==> config.mk <==
export PLATFORM = sky130hd
export DESIGN_NAME = j4_io_resp
export DESIGN_NICKNAME = d
export VERILOG_FILES = /design/src/rtl/j4_io_resp.sv
export SDC_FILE = /design/constraint.sdc
export NUM_CORES = 1
export LEC_CHECK = 0
export ABC_AREA = 1
export ABC_CLOCK_PERIOD_IN_PS = 3000
export BUFFER_PORTS_ARGS = -buffer_cell sky130_fd_sc_hd__buf_2
export CORE_AREA = 8 8 141 275
export CTS_CLUSTER_SIZE = 16
export DETAILED_ROUTE_END_ITERATION = 10
export DIE_AREA = 0 0 149 283
export PLACE_DENSITY_LB_ADDON = 0.25
export SLEW_MARGIN = 10
export SYNTH_ARGS = -nofsm -noshare
export SYNTH_HDL_FRONTEND = slang
export SYNTH_SLANG_ARGS = --single-unit
==> constraint.sdc <==
create_clock -name clk -period 3 [get_ports clk]
set_input_delay 0.6 -clock clk [delete_from_list [all_inputs] [get_ports clk]]
set_output_delay 0.6 -clock clk [all_outputs]
set_load 0.05 [all_outputs]
==> src/rtl/j4_io_resp.sv <==
// j4_io_resp: I/O responder for the J4 core.
// Per-slot mailbox inboxes, a kill-mask register driving per-slot reset
// requests, slot-id and cycle-counter readback, and optional per-slot
// watchdogs compiled in with the J4_IO_WATCHDOG_EN macro.
module j4_io_resp #(
  parameter int MBOX_DEPTH = 4
) (
  input  logic        clk,
  input  logic        reset,
  input  logic        io_rd,
  input  logic        io_wr,
  input  logic [15:0] io_addr,
  input  logic [15:0] io_dout,
  input  logic [1:0]  io_slot,
  output logic [15:0] io_din,
  output logic [3:0]  kill_slot_rq
);

  localparam int PW = $clog2(MBOX_DEPTH);
  localparam int CW = PW + 1;
  localparam logic [CW-1:0] DEPTH_C = CW'(MBOX_DEPTH);

  // Inbox storage; contents need no reset because the pointers define validity.
  logic [15:0]   mem_q [4][MBOX_DEPTH];
  logic          mem_we;
  logic [1:0]    mem_wslot;
  logic [PW-1:0] mem_waddr;
  logic [15:0]   mem_wdata;

  logic [PW-1:0] rptr_q [4];
  logic [PW-1:0] rptr_d [4];
  logic [PW-1:0] wptr_q [4];
  logic [PW-1:0] wptr_d [4];
  logic [CW-1:0] cnt_q  [4];
  logic [CW-1:0] cnt_d  [4];
  logic [3:0]    ovf_q, ovf_d;
  logic [15:0]   io_din_q, io_din_d;
  logic [15:0]   cyc_q, cyc_d;
  logic [3:0]    kill_q, kill_d;
  logic [3:0]    wd_fire;
  logic [15:0]   status_w [4];

  // A simultaneous read and write executes only the read.
  logic wr_en, hit_push, hit_kill;
  assign wr_en    = io_wr & ~io_rd;
  assign hit_push = wr_en && (io_addr[15:2] == 14'h0400);
  assign hit_kill = wr_en && (io_addr == 16'h2004);

  for (genvar gi = 0; gi < 4; gi++) begin : g_status
    assign status_w[gi] = {9'd0, 4'(cnt_q[gi]), ovf_q[gi],
                           (cnt_q[gi] == DEPTH_C), (cnt_q[gi] != '0)};
  end

`ifdef J4_IO_WATCHDOG_EN
  logic [15:0] wd_q [4];
  logic [15:0] wd_d [4];
  logic        hit_wdld;
  assign hit_wdld = wr_en && (io_addr == 16'h2000);

  // Expiry fires on the 1->0 step unless a reload lands on the same edge.
  always_comb begin
    for (int t = 0; t < 4; t++) begin
      wd_fire[t] = (wd_q[t] == 16'd1) && !(hit_wdld && (io_slot == 2'(t)));
    end
  end

  // Watchdog next state: reload wins, otherwise count down; a kill clears it.
  always_comb begin
    for (int t = 0; t < 4; t++) begin
      if (hit_wdld && (io_slot == 2'(t))) begin
        wd_d[t] = io_dout;
      end else if (wd_q[t] != 16'd0) begin
        wd_d[t] = wd_q[t] - 16'd1;
      end else begin
        wd_d[t] = 16'd0;
      end
      if (kill_d[t]) begin
        wd_d[t] = 16'd0;
      end
    end
  end

  // Watchdog counters.
  always_ff @(posedge clk) begin
    if (reset) begin
      for (int t = 0; t < 4; t++) wd_q[t] <= 16'd0;
    end else begin
      for (int t = 0; t < 4; t++) wd_q[t] <= wd_d[t];
    end
  end
`else
  assign wd_fire = 4'b0000;
`endif

  // Kill requests from the mask register and watchdog expiry are merged.
  always_comb begin
    kill_d = wd_fire;
    if (hit_kill) begin
      kill_d = kill_d | io_dout[3:0];
    end
  end

  // Access decode: read mux, inbox pop/push, status clear, kill flush.
  always_comb begin
    io_din_d  = io_din_q;
    ovf_d     = ovf_q;
    cyc_d     = cyc_q + 16'd1;
    mem_we    = 1'b0;
    mem_wslot = io_addr[1:0];
    mem_waddr = wptr_q[io_addr[1:0]];
    mem_wdata = io_dout;
    for (int t = 0; t < 4; t++) begin
      rptr_d[t] = rptr_q[t];
      wptr_d[t] = wptr_q[t];
      cnt_d[t]  = cnt_q[t];
    end

    if (io_rd) begin
      case (io_addr)
        16'h1000: begin
          if (cnt_q[io_slot] != '0) begin
            io_din_d        = mem_q[io_slot][rptr_q[io_slot]];
            rptr_d[io_slot] = rptr_q[io_slot] + PW'(1);
            cnt_d[io_slot]  = cnt_q[io_slot] - CW'(1);
          end else begin
            io_din_d = 16'h0000;
          end
        end
        16'h1004: begin
          io_din_d       = status_w[io_slot];
          ovf_d[io_slot] = 1'b0;
        end
        16'h0800: io_din_d = {14'd0, io_slot};
        16'h0801: io_din_d = cyc_q;
        default:  io_din_d = 16'h0000;
      endcase
    end else if (hit_push) begin
      if (cnt_q[io_addr[1:0]] == DEPTH_C) begin
        ovf_d[io_addr[1:0]] = 1'b1;
      end else begin
        mem_we                = 1'b1;
        wptr_d[io_addr[1:0]] = wptr_q[io_addr[1:0]] + PW'(1);
        cnt_d[io_addr[1:0]]  = cnt_q[io_addr[1:0]] + CW'(1);
      end
    end

    // A killed slot loses its inbox on the same edge its pulse is launched.
    for (int t = 0; t < 4; t++) begin
      if (kill_d[t]) begin
        rptr_d[t] = '0;
        wptr_d[t] = '0;
        cnt_d[t]  = '0;
        ovf_d[t]  = 1'b0;
      end
    end
  end

  // Inbox RAM write port.
  always_ff @(posedge clk) begin
    if (mem_we) begin
      mem_q[mem_wslot][mem_waddr] <= mem_wdata;
    end
  end

  // Control and data registers.
  always_ff @(posedge clk) begin
    if (reset) begin
      io_din_q <= 16'h0000;
      kill_q   <= 4'b0000;
      ovf_q    <= 4'b0000;
      cyc_q    <= 16'h0000;
      for (int t = 0; t < 4; t++) begin
        rptr_q[t] <= '0;
        wptr_q[t] <= '0;
        cnt_q[t]  <= '0;
      end
    end else begin
      io_din_q <= io_din_d;
      kill_q   <= kill_d;
      ovf_q    <= ovf_d;
      cyc_q    <= cyc_d;
      for (int t = 0; t < 4; t++) begin
        rptr_q[t] <= rptr_d[t];
        wptr_q[t] <= wptr_d[t];
        cnt_q[t]  <= cnt_d[t];
      end
    end
  end

  assign io_din = io_din_q;
  // A reset arriving in the pulse cycle suppresses the pulse, so the core
  // never sees a kill request overlapping its own reset.
  assign kill_slot_rq = kill_q & {4{~reset}};

endmodule

==> metrics.txt <==
# TYPE chip_impl_metric gauge
chip_impl_info{name="run_status",value="complete, no violations"} 1
chip_impl_metric{name="critPathMaxFanout",unit=""} 14
chip_impl_metric{name="routabilityCongestion",unit=""} 0.886
chip_impl_metric{name="totalWireLength",unit="mm"} 36.6
chip_impl_metric{name="syn2layout_area_growth",unit="%"} 15.1
chip_impl_metric{name="ys_types",unit=""} 44
chip_impl_metric{name="synth_largest_type_area_fraction",unit=""} 0.555
chip_impl_metric{name="synth_async_sr_flop_share",unit=""} 0
chip_impl_info{name="ys_top_cells_by_count",value="sky130_fd_sc_hd__nand2_1 (402), sky130_fd_sc_hd__edfxtp_1 (256), sky130_fd_sc_hd__nor2_1 (119)"} 1
chip_impl_metric{name="timing.reg2reg.worst_path_depth",unit=""} 12
chip_impl_info{name="hold_path.class",value="input port to register"} 1
chip_impl_info{name="timing.critical_path.from_type",value="register"} 1
chip_impl_metric{name="die_y",unit="um"} 283
chip_impl_metric{name="power.leakage",unit="uW"} 0.00589
chip_impl_info{name="criticalPathCategory",value="register to register"} 1
chip_impl_metric{name="postCtsResizedCells",unit=""} 0
chip_impl_info{name="synth_top_cells_by_area",value="sky130_fd_sc_hd__edfxtp_1 (55%), sky130_fd_sc_hd__nand2_1 (11%), sky130_fd_sc_hd__dfxtp_1 (9.8%)"} 1
chip_impl_metric{name="worst_skew_pair.late_latency",unit="ns"} 0.58
chip_impl_metric{name="timing.final.max_slew_violations",unit=""} 0
chip_impl_metric{name="met2WireLength",unit="mm"} 17.8
chip_impl_metric{name="die_width",unit="um"} 149
chip_impl_metric{name="part_of_the_cycle_the_worst_path_needs",unit=""} 0.821
chip_impl_metric{name="achievable-frequency",unit="GHz"} 0.406
chip_impl_metric{name="num-nets-final",unit=""} 1486
chip_impl_metric{name="worstPathArrival",unit="ns"} 2.74
chip_impl_metric{name="num_io_pins",unit=""} 58
chip_impl_metric{name="place_hpwl",unit="mm"} 23.9
chip_impl_metric{name="core_area",unit="um^2"} 35300
chip_impl_metric{name="drt_first_pass_iters",unit=""} 5
chip_impl_metric{name="port-buffer-count",unit=""} 57
chip_impl_metric{name="grt_usage",unit=""} 0.173
chip_impl_metric{name="syn_nets",unit=""} 1408
chip_impl_metric{name="yosys_warnings",unit=""} 0
chip_impl_info{name="post-synth-top-count-cell",value="sky130_fd_sc_hd__nand2_1"} 1
chip_impl_info{name="min_delay_worst_endpoint",value="mem_q[3][30]"} 1
chip_impl_metric{name="holdBufCountCts",unit=""} 0
chip_impl_metric{name="max_slew_margin",unit=""} 0.501
chip_impl_metric{name="slack_of_the_worst_reg_to_reg_path",unit="ns"} 0.54
chip_impl_metric{name="cts_buffers",unit=""} 29
chip_impl_metric{name="setup_total_negative_slack",unit="ns"} 0
chip_impl_metric{name="floorplan.die_area",unit="um^2"} 42200
chip_impl_info{name="synth_top_flop_cell",value="sky130_fd_sc_hd__edfxtp_1"} 1
chip_impl_metric{name="report.final.setup_viol",unit=""} 0
chip_impl_metric{name="synth_seq_area_share",unit=""} 0.653
chip_impl_metric{name="post_route_cells_drive_above_1_share",unit=""} 0.140
chip_impl_metric{name="placementRows",unit=""} 98
chip_impl_metric{name="grt_first_pass_wirelength",unit="mm"} 57.0
chip_impl_metric{name="data_required_time_at_the_worst_endpoint",unit="ns"} 3.27
chip_impl_metric{name="htree_levels",unit=""} 1
chip_impl_metric{name="wl_per_cell",unit="um"} 19.1
chip_impl_metric{name="number_of_drc_markers_in_iteration_0",unit=""} 685
chip_impl_metric{name="number_of_flops_mapped_to_enable_cells_by_yosys",unit=""} 256
chip_impl_metric{name="antenna_found_initial",unit=""} 1
chip_impl_metric{name="overflow",unit=""} 0
chip_impl_info{name="cts-root-buf",value="sky130_fd_sc_hd__clkbuf_16"} 1
chip_impl_metric{name="synthesis.area",unit="um^2"} 13900
chip_impl_metric{name="finalWorstPathRequiredPeriod",unit="ns"} 2.46
chip_impl_info{name="synth_top_area_cell",value="sky130_fd_sc_hd__edfxtp_1"} 1
chip_impl_info{name="maxUsedRoutingLayer",value="met4"} 1
chip_impl_metric{name="route.antenna.remaining_nets",unit=""} 0
chip_impl_metric{name="min_delay_path_depth",unit=""} 1
chip_impl_info{name="worstHoldStart",value="io_dout[14]"} 1
chip_impl_metric{name="finalCoreUtilization",unit=""} 0.452
chip_impl_metric{name="power.ir.vdd_worst",unit="mV"} 0.590
chip_impl_metric{name="met1_length",unit="mm"} 16.0
chip_impl_metric{name="wl_met3",unit="mm"} 1.85
chip_impl_info{name="cts_tree",value="built"} 1
chip_impl_metric{name="grt_pass1_vias",unit=""} 9913
chip_impl_metric{name="ys_seq_elements",unit=""} 324
chip_impl_metric{name="drc",unit=""} 0
chip_impl_metric{name="num-fill-cells",unit=""} 3308
chip_impl_metric{name="clock_sink_count",unit=""} 324
chip_impl_metric{name="path_clk_slew",unit="ns"} 0.07
chip_impl_metric{name="power_density",unit="nW/um^2"} 559
chip_impl_metric{name="hold_viol",unit=""} 0
chip_impl_metric{name="worst_slew_pin_slew",unit="ns"} 0.749
chip_impl_metric{name="timing.clock.skew",unit="ns"} 0.0233
chip_impl_info{name="critical_path.reg2reg.endpoint",value="mem_q[1][6]"} 1
chip_impl_metric{name="vias_per_instance",unit=""} 5.21
chip_impl_metric{name="maxCapViolCount",unit=""} 0
chip_impl_info{name="rsz0062_at_grt",value="false"} 1
chip_impl_info{name="timing.critical_path.to_type",value="register"} 1
chip_impl_metric{name="largest_net_degree_at_the_start_of_global_routing",unit=""} 66
chip_impl_info{name="timing.rr.start",value="cnt_q[2][0]"} 1
chip_impl_metric{name="synth.avg_cell_area",unit="um^2"} 10.2
chip_impl_metric{name="post-cts-setup-buffer-count",unit=""} 0
chip_impl_metric{name="route.vias.total",unit=""} 9947
chip_impl_metric{name="syn-instance-count",unit=""} 1360
chip_impl_metric{name="starting_utilization_of_the_core_area",unit=""} 0.393
chip_impl_metric{name="maximum_buffer_depth_of_the_clock_tree",unit=""} 3
==> flip-flops by register name (all words and copies together) (netlist names) <==
name    count
mem_q     256
cyc_q      16
io_din     16
cnt_q      12
rptr_q      8
wptr_q      8
kill_q      4
ovf_q       4
==> placed cells by master, fill, tap and decap left out, types with 4 or more instances in the layout <==
cell type and instances:
sky130_fd_sc_hd__nand2_1 402, sky130_fd_sc_hd__edfxtp_1 256, sky130_fd_sc_hd__nor2_1 103, sky130_fd_sc_hd__inv_1 95, sky130_fd_sc_hd__nand3_1 82, sky130_fd_sc_hd__dfxtp_1 68
sky130_fd_sc_hd__buf_2 57, sky130_fd_sc_hd__a21oi_1 54, sky130_fd_sc_hd__o21ai_0 50, sky130_fd_sc_hd__nand4_1 49, sky130_fd_sc_hd__clkbuf_16 29, sky130_fd_sc_hd__buf_12 21
sky130_fd_sc_hd__nor2_2 19, sky130_fd_sc_hd__buf_4 19, sky130_fd_sc_hd__nor3_1 15, sky130_fd_sc_hd__a22oi_1 13, sky130_fd_sc_hd__o21ai_1 12, sky130_fd_sc_hd__inv_2 11
sky130_fd_sc_hd__nand2_2 11, sky130_fd_sc_hd__a22o_1 10, sky130_fd_sc_hd__ha_1 10, sky130_fd_sc_hd__o22ai_1 8, sky130_fd_sc_hd__clkinv_2 7, sky130_fd_sc_hd__nand2_4 6
sky130_fd_sc_hd__clkbuf_1 6, sky130_fd_sc_hd__nor2_4 5, sky130_fd_sc_hd__o21a_1 5, sky130_fd_sc_hd__o21ai_2 4, sky130_fd_sc_hd__clkinv_1 4
==> cell families after synthesis <==
family                     count (synthesis)  share of synthesized area
AOI/OAI and AO/OA                        165                     0.0698
xor gates and xnor gates                   2                    0.00126
adders and majority gates                 10                    0.00903
buffers and inverters                    158                     0.0474
DFF                                      324                      0.653
and+or+nand+nor                          701                      0.220
==> how the worst max path moves through the flow <==
stage / depth (start not counted) / slack (ns) / start / to
global placement: 13 / 0.13 / io_addr[1] / mem_q[1][10]
global route: 12 / 0.35 / cnt_q[2][0] / mem_q[1][6]
floorplan: 10 / 0.15 / io_addr[0] / mem_q[1][32]
finish: 12 / 0.54 / cnt_q[2][0] / mem_q[1][6]
detailed placement: 13 / 0.07 / io_addr[1] / mem_q[1][9]
CTS: 12 / 0.53 / cnt_q[2][0] / mem_q[1][6]
==> cell type report <==
type / instances / area [um^2] / area share
Antenna cell: 1 / 2.50 / 0.000157
Clock buffer: 35 / 748 / 0.0469
Clock inverter: 18 / 138 / 0.00863
Inverter: 108 / 409 / 0.0256
Multi-Input combinational cell: 878 / 4200 / 0.263
Sequential cell: 324 / 9050 / 0.567
Tap cell: 450 / 563 / 0.0353
Timing Repair Buffer: 97 / 848 / 0.0532
==> critical path, cell delays in order (launching register included) <==
cell and delay (ns):
sky130_fd_sc_hd__dfxtp_1 0.40, sky130_fd_sc_hd__inv_1 0.11, sky130_fd_sc_hd__nor2_1 0.09, sky130_fd_sc_hd__a21oi_1 0.05
sky130_fd_sc_hd__o21ai_1 0.16, sky130_fd_sc_hd__inv_1 0.06, sky130_fd_sc_hd__ha_1 0.21, sky130_fd_sc_hd__nand3_2 0.13
sky130_fd_sc_hd__nand2_2 0.13, sky130_fd_sc_hd__nor2_1 0.25, sky130_fd_sc_hd__inv_2 0.16, sky130_fd_sc_hd__nor2_2 0.23
sky130_fd_sc_hd__buf_12 0.19
==> metrics by stage <==
step / std cells / total power [uW] / setup slack (ns) / hold WS (ns) / area [um^2]
after floorplan: 1360 / 5260 / 0.147 / 0.424 / 13900
after global placement: 1857 / 5480 / 0.132 / 0.444 / 15100
after detailed placement: 1857 / 5480 / 0.0700 / 0.450 / 15100
after CTS: 1910 / 9010 / 0.532 / 0.383 / 16000
after global routing: 1911 / 9220 / 0.353 / 0.401 / 16000
final: 1911 / 8920 / 0.537 / 0.405 / 16000
==> metal layers <==
layer	vias up	GRT usage
met5	-	0
met4	0	0.0599
met3	59	0.0227
met2	264	0.288
met1	4821	0.226
li1	4803	-
==> power breakdown <==
part	switching (uW)	internal [uW]	leakage [uW]
sequential	8.63	4850	0.00285
combinational	390	141	0.00261
clock	1660	1880	0.000427
total	2060	6870	0.00589
(Power assumes the default switching activity.)
